File: config.mk
export PLATFORM = sky130hd
export DESIGN_NAME = axi_dma_master_flat
export DESIGN_NICKNAME = d
export VERILOG_FILES = /design/src/rtl/axi_dma_master_if.sv /design/src/rtl/axi_dma_master.sv /design/src/flat_wrapper.sv
export SDC_FILE = /design/constraint.sdc
export NUM_CORES = 1
export LEC_CHECK = 0
export BUFFER_PORTS_ARGS = -buffer_cell sky130_fd_sc_hd__buf_2
export CORE_ASPECT_RATIO = 0.9
export CORE_MARGIN = 2
export CORE_UTILIZATION = 45
export CTS_BUF_LIST = sky130_fd_sc_hd__clkbuf_8
export DETAILED_ROUTE_END_ITERATION = 16
export PLACE_DENSITY = 0.89
export SLEW_MARGIN = 10
export SYNTH_ARGS = -nofsm -noshare
export SYNTH_HDL_FRONTEND = slang
export SYNTH_SLANG_ARGS = --single-unit
File: constraint.sdc
create_clock -name clk -period 4.1 [get_ports clk]
set_input_delay 0.205 -clock clk [delete_from_list [all_inputs] [get_ports clk]]
set_output_delay 0.205 -clock clk [all_outputs]
set_load 0.02 [all_outputs]
File: src/rtl/axi_dma_master_if.sv
// AXI4 master-side signal bundle used between the DMA engine and the interconnect.
// M2AXIout carries everything the master drives, M2AXIin everything it samples.
interface inf_Master;
    logic [3:0]  awid;
    logic [31:0] awaddr;
    logic [3:0]  awlen;
    logic [2:0]  awsize;
    logic [1:0]  awburst;
    logic        awvalid;
    logic        awready;
    logic [31:0] wdata;
    logic [3:0]  wstrb;
    logic        wlast;
    logic        wvalid;
    logic        wready;
    logic [1:0]  bresp;
    logic        bvalid;
    logic        bready;
    logic [3:0]  arid;
    logic [31:0] araddr;
    logic [3:0]  arlen;
    logic [2:0]  arsize;
    logic [1:0]  arburst;
    logic        arvalid;
    logic        arready;
    logic [31:0] rdata;
    logic [1:0]  rresp;
    logic        rlast;
    logic        rvalid;
    logic        rready;

    modport M2AXIout (
        output awid, awaddr, awlen, awsize, awburst, awvalid,
        output wdata, wstrb, wlast, wvalid,
        output bready,
        output arid, araddr, arlen, arsize, arburst, arvalid,
        output rready
    );

    modport M2AXIin (
        input awready, wready, bresp, bvalid,
        input arready, rdata, rresp, rlast, rvalid
    );
endinterface

File: src/rtl/axi_dma_master.sv
// Burst DMA engine: moves word_cnt 32-bit words between an AXI address range and a
// valid/ready word stream, in INCR bursts of at most MAX_BEATS that never cross 4 KB.
module axi_dma_master #(
    parameter logic [3:0] AXI_ID    = 4'd0,
    parameter int         MAX_BEATS = 16
) (
    input  logic              clk,
    input  logic              rst,
    input  logic              start,
    input  logic              rw,
    input  logic [31:0]       base_addr,
    input  logic [15:0]       word_cnt,
    output logic              busy,
    output logic              done,
    output logic              err,
    output logic [31:0]       rd_data,
    output logic              rd_valid,
    input  logic              rd_ready,
    input  logic [31:0]       wr_data,
    input  logic              wr_valid,
    output logic              wr_ready,
    inf_Master.M2AXIout       m_out,
    inf_Master.M2AXIin        m_in
);

    localparam logic [15:0] MAX_B = 16'(MAX_BEATS);

    typedef enum logic [2:0] {
        ST_IDLE, ST_AR, ST_R, ST_AW, ST_W, ST_B, ST_DONE
    } state_e;

    state_e      state_q;
    logic [31:0] addr_q;
    logic [15:0] rem_q;
    logic [4:0]  beats_q;
    logic [3:0]  len_q;
    logic [3:0]  beat_q;
    logic        arvalid_q;
    logic        awvalid_q;
    logic        busy_q;
    logic        done_q;
    logic        err_q;
    logic [3:0]  id_q;
    logic [2:0]  size_q;
    logic [1:0]  burst_q;
    logic [3:0]  strb_q;

    logic [31:0] burst_end;
    logic [31:0] nxt_addr_d;
    logic [15:0] nxt_rem_d;
    logic [4:0]  nxt_beats_d;
    logic        in_r;
    logic        in_w;

    function automatic logic [4:0] calc_beats(input logic [11:0] offs, input logic [15:0] rem);
        logic [15:0] to_4k;
        logic [15:0] lim;
        to_4k = (16'd4096 - {4'd0, offs}) >> 2;
        lim   = rem;
        if (lim > MAX_B) lim = MAX_B;
        if (lim > to_4k) lim = to_4k;
        return 5'(lim);
    endfunction

    assign burst_end = addr_q + {25'd0, beats_q, 2'b00};

    // Address and remaining count the next burst will be sized from, per state.
    always_comb begin
        // NOTE: every output gets a default before the case so no path can infer a latch.
        nxt_addr_d = burst_end;
        nxt_rem_d  = rem_q - 16'd1;
        case (state_q)
            ST_IDLE: begin
                nxt_addr_d = base_addr & ~32'd3;
                nxt_rem_d  = word_cnt;
            end
            ST_B: begin
                nxt_addr_d = addr_q;
                nxt_rem_d  = rem_q;
            end
            default: ;
        endcase
        nxt_beats_d = calc_beats(nxt_addr_d[11:0], nxt_rem_d);
    end

    always_ff @(posedge clk or posedge rst) begin
        if (rst) begin
            state_q   <= ST_IDLE;
            addr_q    <= '0;
            rem_q     <= '0;
            beats_q   <= '0;
            len_q     <= '0;
            beat_q    <= '0;
            arvalid_q <= 1'b0;
            awvalid_q <= 1'b0;
            busy_q    <= 1'b0;
            done_q    <= 1'b0;
            err_q     <= 1'b0;
            id_q      <= '0;
            size_q    <= '0;
            burst_q   <= '0;
            strb_q    <= '0;
        end else begin
            // NOTE: non-blocking assignments so every register samples pre-edge values.
            done_q <= 1'b0;
            case (state_q)
                ST_IDLE: begin
                    if (start) begin
                        err_q   <= 1'b0;
                        busy_q  <= 1'b1;
                        addr_q  <= nxt_addr_d;
                        rem_q   <= word_cnt;
                        id_q    <= AXI_ID;
                        size_q  <= 3'b010;
                        burst_q <= 2'b01;
                        strb_q  <= 4'hF;
                        if (word_cnt == 16'd0) begin
                            state_q <= ST_DONE;
                        end else begin
                            beats_q <= nxt_beats_d;
                            len_q   <= 4'(nxt_beats_d - 5'd1);
                            if (rw) begin
                                awvalid_q <= 1'b1;
                                state_q   <= ST_AW;
                            end else begin
                                arvalid_q <= 1'b1;
                                state_q   <= ST_AR;
                            end
                        end
                    end
                end
                ST_AR: begin
                    if (m_in.arready) begin
                        arvalid_q <= 1'b0;
                        state_q   <= ST_R;
                    end
                end
                ST_R: begin
                    if (m_in.rvalid && rd_ready) begin
                        rem_q <= nxt_rem_d;
                        if (m_in.rresp != 2'b00) err_q <= 1'b1;
                        if (m_in.rlast) begin
                            addr_q <= nxt_addr_d;
                            if (rem_q == 16'd1) begin
                                state_q <= ST_DONE;
                            end else begin
                                beats_q   <= nxt_beats_d;
                                len_q     <= 4'(nxt_beats_d - 5'd1);
                                arvalid_q <= 1'b1;
                                state_q   <= ST_AR;
                            end
                        end
                    end
                end
                ST_AW: begin
                    if (m_in.awready) begin
                        awvalid_q <= 1'b0;
                        beat_q    <= '0;
                        state_q   <= ST_W;
                    end
                end
                ST_W: begin
                    if (wr_valid && m_in.wready) begin
                        rem_q  <= rem_q - 16'd1;
                        beat_q <= beat_q + 4'd1;
                        if (beat_q == len_q) begin
                            addr_q  <= burst_end;
                            state_q <= ST_B;
                        end
                    end
                end
                ST_B: begin
                    if (m_in.bvalid) begin
                        if (m_in.bresp != 2'b00) err_q <= 1'b1;
                        if (rem_q == 16'd0) begin
                            state_q <= ST_DONE;
                        end else begin
                            beats_q   <= nxt_beats_d;
                            len_q     <= 4'(nxt_beats_d - 5'd1);
                            awvalid_q <= 1'b1;
                            state_q   <= ST_AW;
                        end
                    end
                end
                ST_DONE: begin
                    done_q  <= 1'b1;
                    busy_q  <= 1'b0;
                    state_q <= ST_IDLE;
                end
                default: state_q <= ST_IDLE;
            endcase
        end
    end

    assign in_r = (state_q == ST_R);
    assign in_w = (state_q == ST_W);

    assign m_out.arid    = id_q;
    assign m_out.araddr  = addr_q;
    assign m_out.arlen   = len_q;
    assign m_out.arsize  = size_q;
    assign m_out.arburst = burst_q;
    assign m_out.arvalid = arvalid_q;
    assign m_out.rready  = in_r & rd_ready;

    assign m_out.awid    = id_q;
    assign m_out.awaddr  = addr_q;
    assign m_out.awlen   = len_q;
    assign m_out.awsize  = size_q;
    assign m_out.awburst = burst_q;
    assign m_out.awvalid = awvalid_q;

    // Stream side is a straight pass-through, gated so idle outputs stay at zero.
    assign m_out.wdata  = in_w ? wr_data : '0;
    assign m_out.wstrb  = strb_q;
    assign m_out.wvalid = in_w & wr_valid;
    assign m_out.wlast  = in_w & (beat_q == len_q);
    assign m_out.bready = (state_q == ST_B);

    assign rd_data  = in_r ? m_in.rdata : '0;
    assign rd_valid = in_r & m_in.rvalid;
    assign wr_ready = in_w & m_in.wready;

    assign busy = busy_q;
    assign done = done_q;
    assign err  = err_q;

endmodule

File: src/flat_wrapper.sv
// flat-port wrapper written by rule: the top's interface ports become plain ports
module axi_dma_master_flat 
#(
    parameter logic [3:0] AXI_ID    = 4'd0,
    parameter int         MAX_BEATS = 16
)
  (clk, rst, start, rw, base_addr, word_cnt, busy, done, err, rd_data, rd_valid, rd_ready, wr_data, wr_valid, wr_ready, m_out_awid, m_out_awaddr, m_out_awlen, m_out_awsize, m_out_awburst, m_out_awvalid, m_out_wdata, m_out_wstrb, m_out_wlast, m_out_wvalid, m_out_bready, m_out_arid, m_out_araddr, m_out_arlen, m_out_arsize, m_out_arburst, m_out_arvalid, m_out_rready, m_in_awready, m_in_wready, m_in_bresp, m_in_bvalid, m_in_arready, m_in_rdata, m_in_rresp, m_in_rlast, m_in_rvalid);
  inf_Master m_out_i ();
  inf_Master m_in_i ();
  input  logic clk;
  input  logic rst;
  input  logic start;
  input  logic rw;
  input  logic [31:0] base_addr;
  input  logic [15:0] word_cnt;
  output logic busy;
  output logic done;
  output logic err;
  output logic [31:0] rd_data;
  output logic rd_valid;
  input  logic rd_ready;
  input  logic [31:0] wr_data;
  input  logic wr_valid;
  output logic wr_ready;
  output wire logic [$bits(m_out_i.awid)-1:0] m_out_awid;
  output wire logic [$bits(m_out_i.awaddr)-1:0] m_out_awaddr;
  output wire logic [$bits(m_out_i.awlen)-1:0] m_out_awlen;
  output wire logic [$bits(m_out_i.awsize)-1:0] m_out_awsize;
  output wire logic [$bits(m_out_i.awburst)-1:0] m_out_awburst;
  output wire logic [$bits(m_out_i.awvalid)-1:0] m_out_awvalid;
  output wire logic [$bits(m_out_i.wdata)-1:0] m_out_wdata;
  output wire logic [$bits(m_out_i.wstrb)-1:0] m_out_wstrb;
  output wire logic [$bits(m_out_i.wlast)-1:0] m_out_wlast;
  output wire logic [$bits(m_out_i.wvalid)-1:0] m_out_wvalid;
  output wire logic [$bits(m_out_i.bready)-1:0] m_out_bready;
  output wire logic [$bits(m_out_i.arid)-1:0] m_out_arid;
  output wire logic [$bits(m_out_i.araddr)-1:0] m_out_araddr;
  output wire logic [$bits(m_out_i.arlen)-1:0] m_out_arlen;
  output wire logic [$bits(m_out_i.arsize)-1:0] m_out_arsize;
  output wire logic [$bits(m_out_i.arburst)-1:0] m_out_arburst;
  output wire logic [$bits(m_out_i.arvalid)-1:0] m_out_arvalid;
  output wire logic [$bits(m_out_i.rready)-1:0] m_out_rready;
  input wire logic [$bits(m_in_i.awready)-1:0] m_in_awready;
  input wire logic [$bits(m_in_i.wready)-1:0] m_in_wready;
  input wire logic [$bits(m_in_i.bresp)-1:0] m_in_bresp;
  input wire logic [$bits(m_in_i.bvalid)-1:0] m_in_bvalid;
  input wire logic [$bits(m_in_i.arready)-1:0] m_in_arready;
  input wire logic [$bits(m_in_i.rdata)-1:0] m_in_rdata;
  input wire logic [$bits(m_in_i.rresp)-1:0] m_in_rresp;
  input wire logic [$bits(m_in_i.rlast)-1:0] m_in_rlast;
  input wire logic [$bits(m_in_i.rvalid)-1:0] m_in_rvalid;
  assign m_out_awid = m_out_i.awid;
  assign m_out_awaddr = m_out_i.awaddr;
  assign m_out_awlen = m_out_i.awlen;
  assign m_out_awsize = m_out_i.awsize;
  assign m_out_awburst = m_out_i.awburst;
  assign m_out_awvalid = m_out_i.awvalid;
  assign m_out_wdata = m_out_i.wdata;
  assign m_out_wstrb = m_out_i.wstrb;
  assign m_out_wlast = m_out_i.wlast;
  assign m_out_wvalid = m_out_i.wvalid;
  assign m_out_bready = m_out_i.bready;
  assign m_out_arid = m_out_i.arid;
  assign m_out_araddr = m_out_i.araddr;
  assign m_out_arlen = m_out_i.arlen;
  assign m_out_arsize = m_out_i.arsize;
  assign m_out_arburst = m_out_i.arburst;
  assign m_out_arvalid = m_out_i.arvalid;
  assign m_out_rready = m_out_i.rready;
  assign m_in_i.awready = m_in_awready;
  assign m_in_i.wready = m_in_wready;
  assign m_in_i.bresp = m_in_bresp;
  assign m_in_i.bvalid = m_in_bvalid;
  assign m_in_i.arready = m_in_arready;
  assign m_in_i.rdata = m_in_rdata;
  assign m_in_i.rresp = m_in_rresp;
  assign m_in_i.rlast = m_in_rlast;
  assign m_in_i.rvalid = m_in_rvalid;
  axi_dma_master #(.AXI_ID(AXI_ID), .MAX_BEATS(MAX_BEATS)) u_core (.clk(clk), .rst(rst), .start(start), .rw(rw), .base_addr(base_addr), .word_cnt(word_cnt), .busy(busy), .done(done), .err(err), .rd_data(rd_data), .rd_valid(rd_valid), .rd_ready(rd_ready), .wr_data(wr_data), .wr_valid(wr_valid), .wr_ready(wr_ready), .m_out(m_out_i), .m_in(m_in_i));
endmodule
==> summary.md, run 1 <==
| Metric | Value |
|---|---|
| Number of I/O port buffers | 280 |
| Via count | 8444 |
| Startpoint types | flip-flop |
| Die X | 133 um |
| Hold Path Depth | 3 |
| Most frequent cell after synthesis | nor2_1 |
| Sequential share of the synthesized area | 25.8% |
| EDFF count, synth | 0 |
| Post-Layout Cell Count | 1438 |
| Final Instance Area | 9340 um^2 |
| Critical Path, Cell by Cell | or4_4 -> or4_1 -> a22oi_2 -> o22ai_1 -> a211o_1 -> nand4b_4 -> or2_4 -> ha_4 -> a211oi_2 -> o21ai_1 -> o211ai_1 -> a311o_1 -> nor2_2 -> buf_4 -> buf_4 -> mux2_2 -> a21o_1 |
| CP Max Fanout | 5 |
| Initial drt markers | 1045 |
| Layout Nets | 1384 |
| CP required | 4.38 ns |
| RSZ-0062 raised after global routing | true |
| Crit-path max cell delay | 0.54 ns |
| I/O Pins | 297 |
| Slowest library cell on the worst path | or4_4 |
| Setup CP Type | flip-flop to flip-flop |
| Post-route clock period utilization | 108% |
| Wire length per cell | 18.5 um |
| Sink Count | 70 |
| Clk root buf | clkbuf_8 |
| Status | finished with violations |
| Final worst slack | -0.333 ns |
| Final hold violations | 0 |
| Final HPWL DP | 20.3 mm |
| # DRC | 0 |
| Area grow syn2layout | 37.6% |
| Power per Cell Area | 906 nW/um^2 |
| CP most frequent cell | buf_4 |
| GP Congestion | 0.979 |
| Largest cells by area after synthesis | dfrtp_1 26%, and2_1 7.6%, buf_4 6.5%, o21ai_0 6.4%, nor2_1 5.3% |
| Prevailing post-synth register cell | dfrtp_1 |
| Fmax | 0.226 GHz |
| RR Startpoint | u_core.rem_q[10] |
| Largest net degree at the start of global routing | 39 |
| Max cap viols | 0 |
| Critical Path AT | 4.72 ns |
| Vias per inst | 5.87 |
| CTS tree | done |
| Antenna-violating nets left | 0 |
| Clk buf depth | 2 |
| Row Count | 42 |
| Routed Wire Length | 26.6 mm |
| First-pass GRT wire length | 41.0 mm |
| Clk_skew | 0.0139 ns |
| Antenna violations before repair | 0 |
| Top-area cell type share of the netlist area | 25.8% |
| Die ar. | 16100 um^2 |
| Hold Slack | 0.111 ns |
| VDD IR max | 0.000377 V |
| Worst setup path end | u_core.beats_q[1] |
| Number of diodes | 0 |
| Worst-path clk slew | 0.09 ns |
| Synth async-reset ratio | 100% |
| Number of global-route vias before repair | 7713 |
| CORE AREA | 14700 um^2 |
| Grt total ovfl | 0 |
| CTS Buf Count | 9 |
| Latest clock arrival within the worst-skew pair | 0.39 ns |
| Reg2reg end | u_core.beats_q[1] |
| Final worst path period need | 4.43 ns |
| Avg Inst Size Synth | 7.58 um^2 |
| Count of cell types in the netlist | 73 |
| Initial Util | 46.1% |
| Drt pass-1 iters | 6 |
| Pleak | 4.51 nW |
| Placed Cells | 1411 |
| Max-slew violation count | 0 |
| Slew margin rel. | 36.0% |
| Worst Tran Pin Value | 0.958 ns |
| H-tree lvl count | 3 |
| Final Setup Violations | 9 |
| Yosys top cell by area | dfrtp_1 |
| Worst reg-to-reg setup slack | -0.33 ns |
| Mapped Cells | 895 |
| R2R cell count | 17 |
| Hold WC Path Type | input port to flip-flop |
| Ys Warns | 0 |
| DP Area | 8900 um^2 |
| Die Y | 120 um |
| Synth cell count leaders | 96 x nor2_1, 87 x o21ai_0, 82 x and2_1 |
| Total GRT Usage | 32.6% |
| Post-Synthesis Cell Area | 6780 um^2 |
| Flops & latches, synth | 70 |
| Critical path origin | u_core.rem_q[10] |
| Setup WS pre-CTS | -0.287 ns |
| Layout cells sized above 1 | 40.7% |
| Setup crit end kind | flip-flop |
| Failing checks | setup timing |
==> cell families after synthesis <==
family	count (synthesis)	share of synthesized area (%)
fa+ha+maj	21	3.98
buf+inv	130	11.0
mux	11	1.75
flops	70	25.8
compound gates	260	24.3
simple gates	379	30.1
other cells	1	0.0553
xor+xnor	23	2.97
==> sequential cells by signal, summed over array words and instances, names as in the netlist <==
signal / count
u_core.err: 1
u_core.m_out.arlen: 4
u_core.m_out.arsize: 1
u_core.m_out.araddr: 32
u_core.rem_q: 16
u_core.done: 1
u_core.m_out.arvalid: 1
u_core.state_q: 3
u_core.m_out.awvalid: 1
u_core.busy: 1
u_core.beats_q: 5
u_core.beat_q: 4
==> worst min-delay path by stage <==
stage	startpoint	to	slack [ns]
3_5_place_dp	rst	u_core.m_out.araddr[31]	0.36
2_1_floorplan	start	u_core.err	0.29
6_report	base_addr[21]	u_core.m_out.araddr[21]	0.11
5_1_grt	start	u_core.err	0.10
4_1_cts	start	u_core.err	0.1
3_3_place_gp	rst	u_core.m_out.araddr[31]	0.35
==> per-stage QoR <==
stage	TNS [ns]	power (W)	utilization [%]
after floorplan	-0.0304	0.00523	-
after global placement	-0.454	0.00715	60.5
after detailed placement	-1.03	0.00734	60.5
after CTS	-0.420	0.00815	63.0
after global routing	-2.94	0.00899	63.4
final	-1.51	0.00846	63.4
==> area by class of cell <==
type	instances	area, um^2
sequential	70	1760
tap	198	248
fill	1277	5380
timing repair buffer	418	2460
clock buffer	10	138
inverter	22	82.6
clock inverter	6	30.0
multi-input combinational	714	4630
==> worst max-delay path, delay by kind of cell (launching register included) <==
kind | cells | cell delay (ns)
multiplexers | 1 | 0.25
flip-flops | 1 | 0.38
AND/OR/NAND/NOR | 5 | 1.63
buffers and inverters | 2 | 0.25
adder cells (fa/ha/maj) | 1 | 0.16
AO/OA/AOI/OAI | 8 | 1.65
==> placed cells by master (no fill, tap or decap), types with 13 or more instances in the layout <==
| cell | synthesis | routed |
|---|---|---|
| nor2_1 | 96 | 91 |
| and2_1 | 82 | 82 |
| dfrtp_1 | 70 | 67 |
| o21ai_0 | 87 | 80 |
| nand2_1 | 64 | 63 |
| buf_2 | 13 | 280 |
| a21oi_1 | 50 | 48 |
| xnor2_1 | 17 | 15 |
| ha_1 | 20 | 13 |
| buf_4 | 59 | 135 |
| inv_1 | 22 | 20 |
| nor3_1 | 33 | 29 |
| a31oi_1 | 15 | 15 |
| nand3_1 | 14 | 14 |
| conb_1 | 1 | 20 |
==> power by group <==
part | internal (W) | switching, W
combinational | 0.00278 | 0.00378
clock | 0.000228 | 0.000292
sequential | 0.00100 | 0.000372
==> what timing repair did <==
action                     CTS  global route
hold buffers                 1             0
setup endpoints to repair    7             9
hold endpoints to repair    32             0
setup buffers                8             3
pin swaps                   36             6
resized for setup           29            10
==> per-layer routing <==
metal  GRT usage [%]  wire length (um)
met3            5.49              2570
met4            13.7              1090
met5               0                 0
met2            54.2             12600
met1            42.0             10300
Note: power is estimated with default switching activity, not from simulation.
==> run 2, diff against run 1 <==
CTS_BUF_LIST = sky130_fd_sc_hd__clkbuf_4   (was sky130_fd_sc_hd__clkbuf_8)
==> run 2 against run 1 <==
The run still ends with setup timing left. Die area unchanged. Sequential cell count unchanged. Hold slack got worse by 0.095 ns. Via count increased by 0.31%. Core utilization increased by 0.25 points. Sequential share of layout area fell by 0.073 points. Maximum frequency rose by 1.4%. Clock power down 21%. Largest cell class unchanged.
==> summary.md, run 2 (synthesized netlist as in run 1, its figures left out) <==
| Metric | Value |
|---|---|
| Status | finished with violations |
| Failing checks | setup timing |
| Post-route clock period utilization | 107% |
| Setup crit end kind | flip-flop |
| Via count | 8470 |
| Final Setup Violations | 8 |
| VDD IR max | 0.000388 V |
| Final worst slack | -0.270 ns |
| Startpoint types | flip-flop |
| # DRC | 0 |
| Sw Share | 53.0% |
| Post-Layout Cell Count | 1442 |
| Number of I/O port buffers | 280 |
| Int Pwr | 0.00399 W |
| RSZ-0062 raised after global routing | true |
| Vias per inst | 5.87 |
| Clk root buf | clkbuf_4 |
| Final worst path period need | 4.37 ns |
| Antenna-violating nets left | 0 |
| Hold Startpoint | base_addr[21] |
| Row Count | 42 |
| Layout cells sized above 1 | 41.8% |
| Die X | 133 um |
| Max cap viols | 0 |
| Commonest non-fill, non-tap cell in the layout | buf_2 |
| Most frequent cells in the layout | 280 x buf_2, 137 x buf_4, 88 x nor2_1 |
| Sink Count | 70 |
| Worst Tran Pin Value | 0.969 ns |
| Antenna violations before repair | 1 |
| Drt pass-1 iters | 6 |
| Area grow syn2layout | 38.2% |
| Slew margin rel. | 35.2% |
| CP Max Fanout | 5 |
| CORE AREA | 14700 um^2 |
| Combinational power share | 79.0% |
| Clk pwr share | 4.8% |
| Latest clock arrival within the worst-skew pair | 0.48 ns |
| Critical Path AT | 4.75 ns |
| Die ar. | 16100 um^2 |
| Final hold violations | 0 |
| Grt total ovfl | 0 |
| Setup CP Type | flip-flop to flip-flop |
| R2R cell count | 17 |
| Switch Pwr | 0.00449 W |
| Max FFs per register | 32 |
| Fill cells | 1250 |
| Critical path origin | u_core.rem_q[10] |
| H-tree lvl count | 3 |
| Initial drt markers | 878 |
| Pleak | 4.51 nW |
| Worst-path clk slew | 0.14 ns |
| Largest net degree at the start of global routing | 39 |
| Seq pwr share | 16.2% |
| Hold WC Path Type | input port to flip-flop |
| Wire length per cell | 18.5 um |
| CP required | 4.48 ns |
| Routed Wire Length | 26.7 mm |
| GP Congestion | 0.979 |
| Initial Util | 46.1% |
| Die Y | 120 um |
| Total negative slack | -1.21 ns |
| Max-slew violation count | 0 |
| I/O Pins | 297 |
| CTS Buf Count | 9 |
| CTS tree | done |
| Placed Cells | 1411 |
| Fmax | 0.229 GHz |
| First-pass GRT wire length | 40.8 mm |
| RR Startpoint | u_core.rem_q[10] |
| Layout Nets | 1387 |
| Number of global-route vias before repair | 7643 |
| Clk_skew | 0.0250 ns |
| Final HPWL DP | 20.3 mm |
| Setup WS pre-CTS | -0.287 ns |
| Total GRT Usage | 32.3% |
| Final Util | 63.7% |
| Hold Path Depth | 3 |
| Power per Cell Area | 905 nW/um^2 |
| Clk buf depth | 2 |
run 2: what timing repair did:
action,in CTS,in global routing
pin swaps,36,27
buffers inserted,8,6
endpoints found under the setup margin,7,9
hold buffers,1,1
gates resized for setup,29,25
hold endpoints to repair,32,1
run 2: worst max-delay path: stages (launching register included):
cell and delay, ns:
dfrtp_1 0.39, or4_4 0.55, or4_1 0.48, a22oi_1 0.16
o22ai_1 0.12, a211o_1 0.29, nand4b_4 0.22, or2_4 0.30
ha_4 0.25, nand2_1 0.07, nor2_2 0.17, o21ai_2 0.11
a311o_1 0.44, nor2_2 0.18, a21oi_2 0.07, ha_4 0.17
o21a_1 0.12, o31ai_2 0.17
run 2: area by class of cell:
type,instances,area (um^2),share of cell area (%)
Timing Repair Buffer,421,2480,26.5
Inverter,22,82.6,0.881
Tap cell,198,248,2.64
Clock inverter,5,26.3,0.280
Sequential cell,70,1760,18.7
Clock buffer,11,82.6,0.881
Multi-Input combinational cell,714,4690,50.1
Antenna cell,1,2.50,0.0267
run 2: routing by layer:
metal / vias up / share of wire, % / GRT usage [%]
met5: - / 0 / 0
li1: 3840 / - / -
met1: 3958 / 39 / 41.9
met4: 0 / 3.7 / 12.0
met3: 85 / 9.7 / 5.62
met2: 587 / 48 / 54.2
run 2: path summary, 6_finish.rpt:
path                                                end  slack (ns)
max in group asynchronous             u_core.state_q[0]        2.71
worst max-delay path              u_core.m_out.arlen[2]       -0.27
min in group asynchronous       u_core.m_out.araddr[31]        0.37
worst min-delay path            u_core.m_out.araddr[21]        0.02
worst max register to register    u_core.m_out.arlen[2]       -0.27
worst min register to register     u_core.m_out.arvalid        0.51
run 2: through the flow:
stage                     area [um^2]  hold WS (ns)  power (W)
after floorplan                  6950         0.291    0.00523
after global placement           8900         0.351    0.00715
after detailed placement         8900         0.359    0.00734
after CTS                        9210       0.00150    0.00803
after global routing             9370        0.0201    0.00903
final                            9370        0.0153    0.00848
run 2: power groups by stage:
stage	clock, W	combinational, W	sequential, W
2_1_floorplan	0	0.00369	0.00153
6_report	0.000409	0.00670	0.00137
3_5_place_dp	0	0.00599	0.00136
5_1_grt	0.000439	0.00718	0.00141
4_1_cts	0.000405	0.00628	0.00135
3_3_place_gp	0	0.00581	0.00134
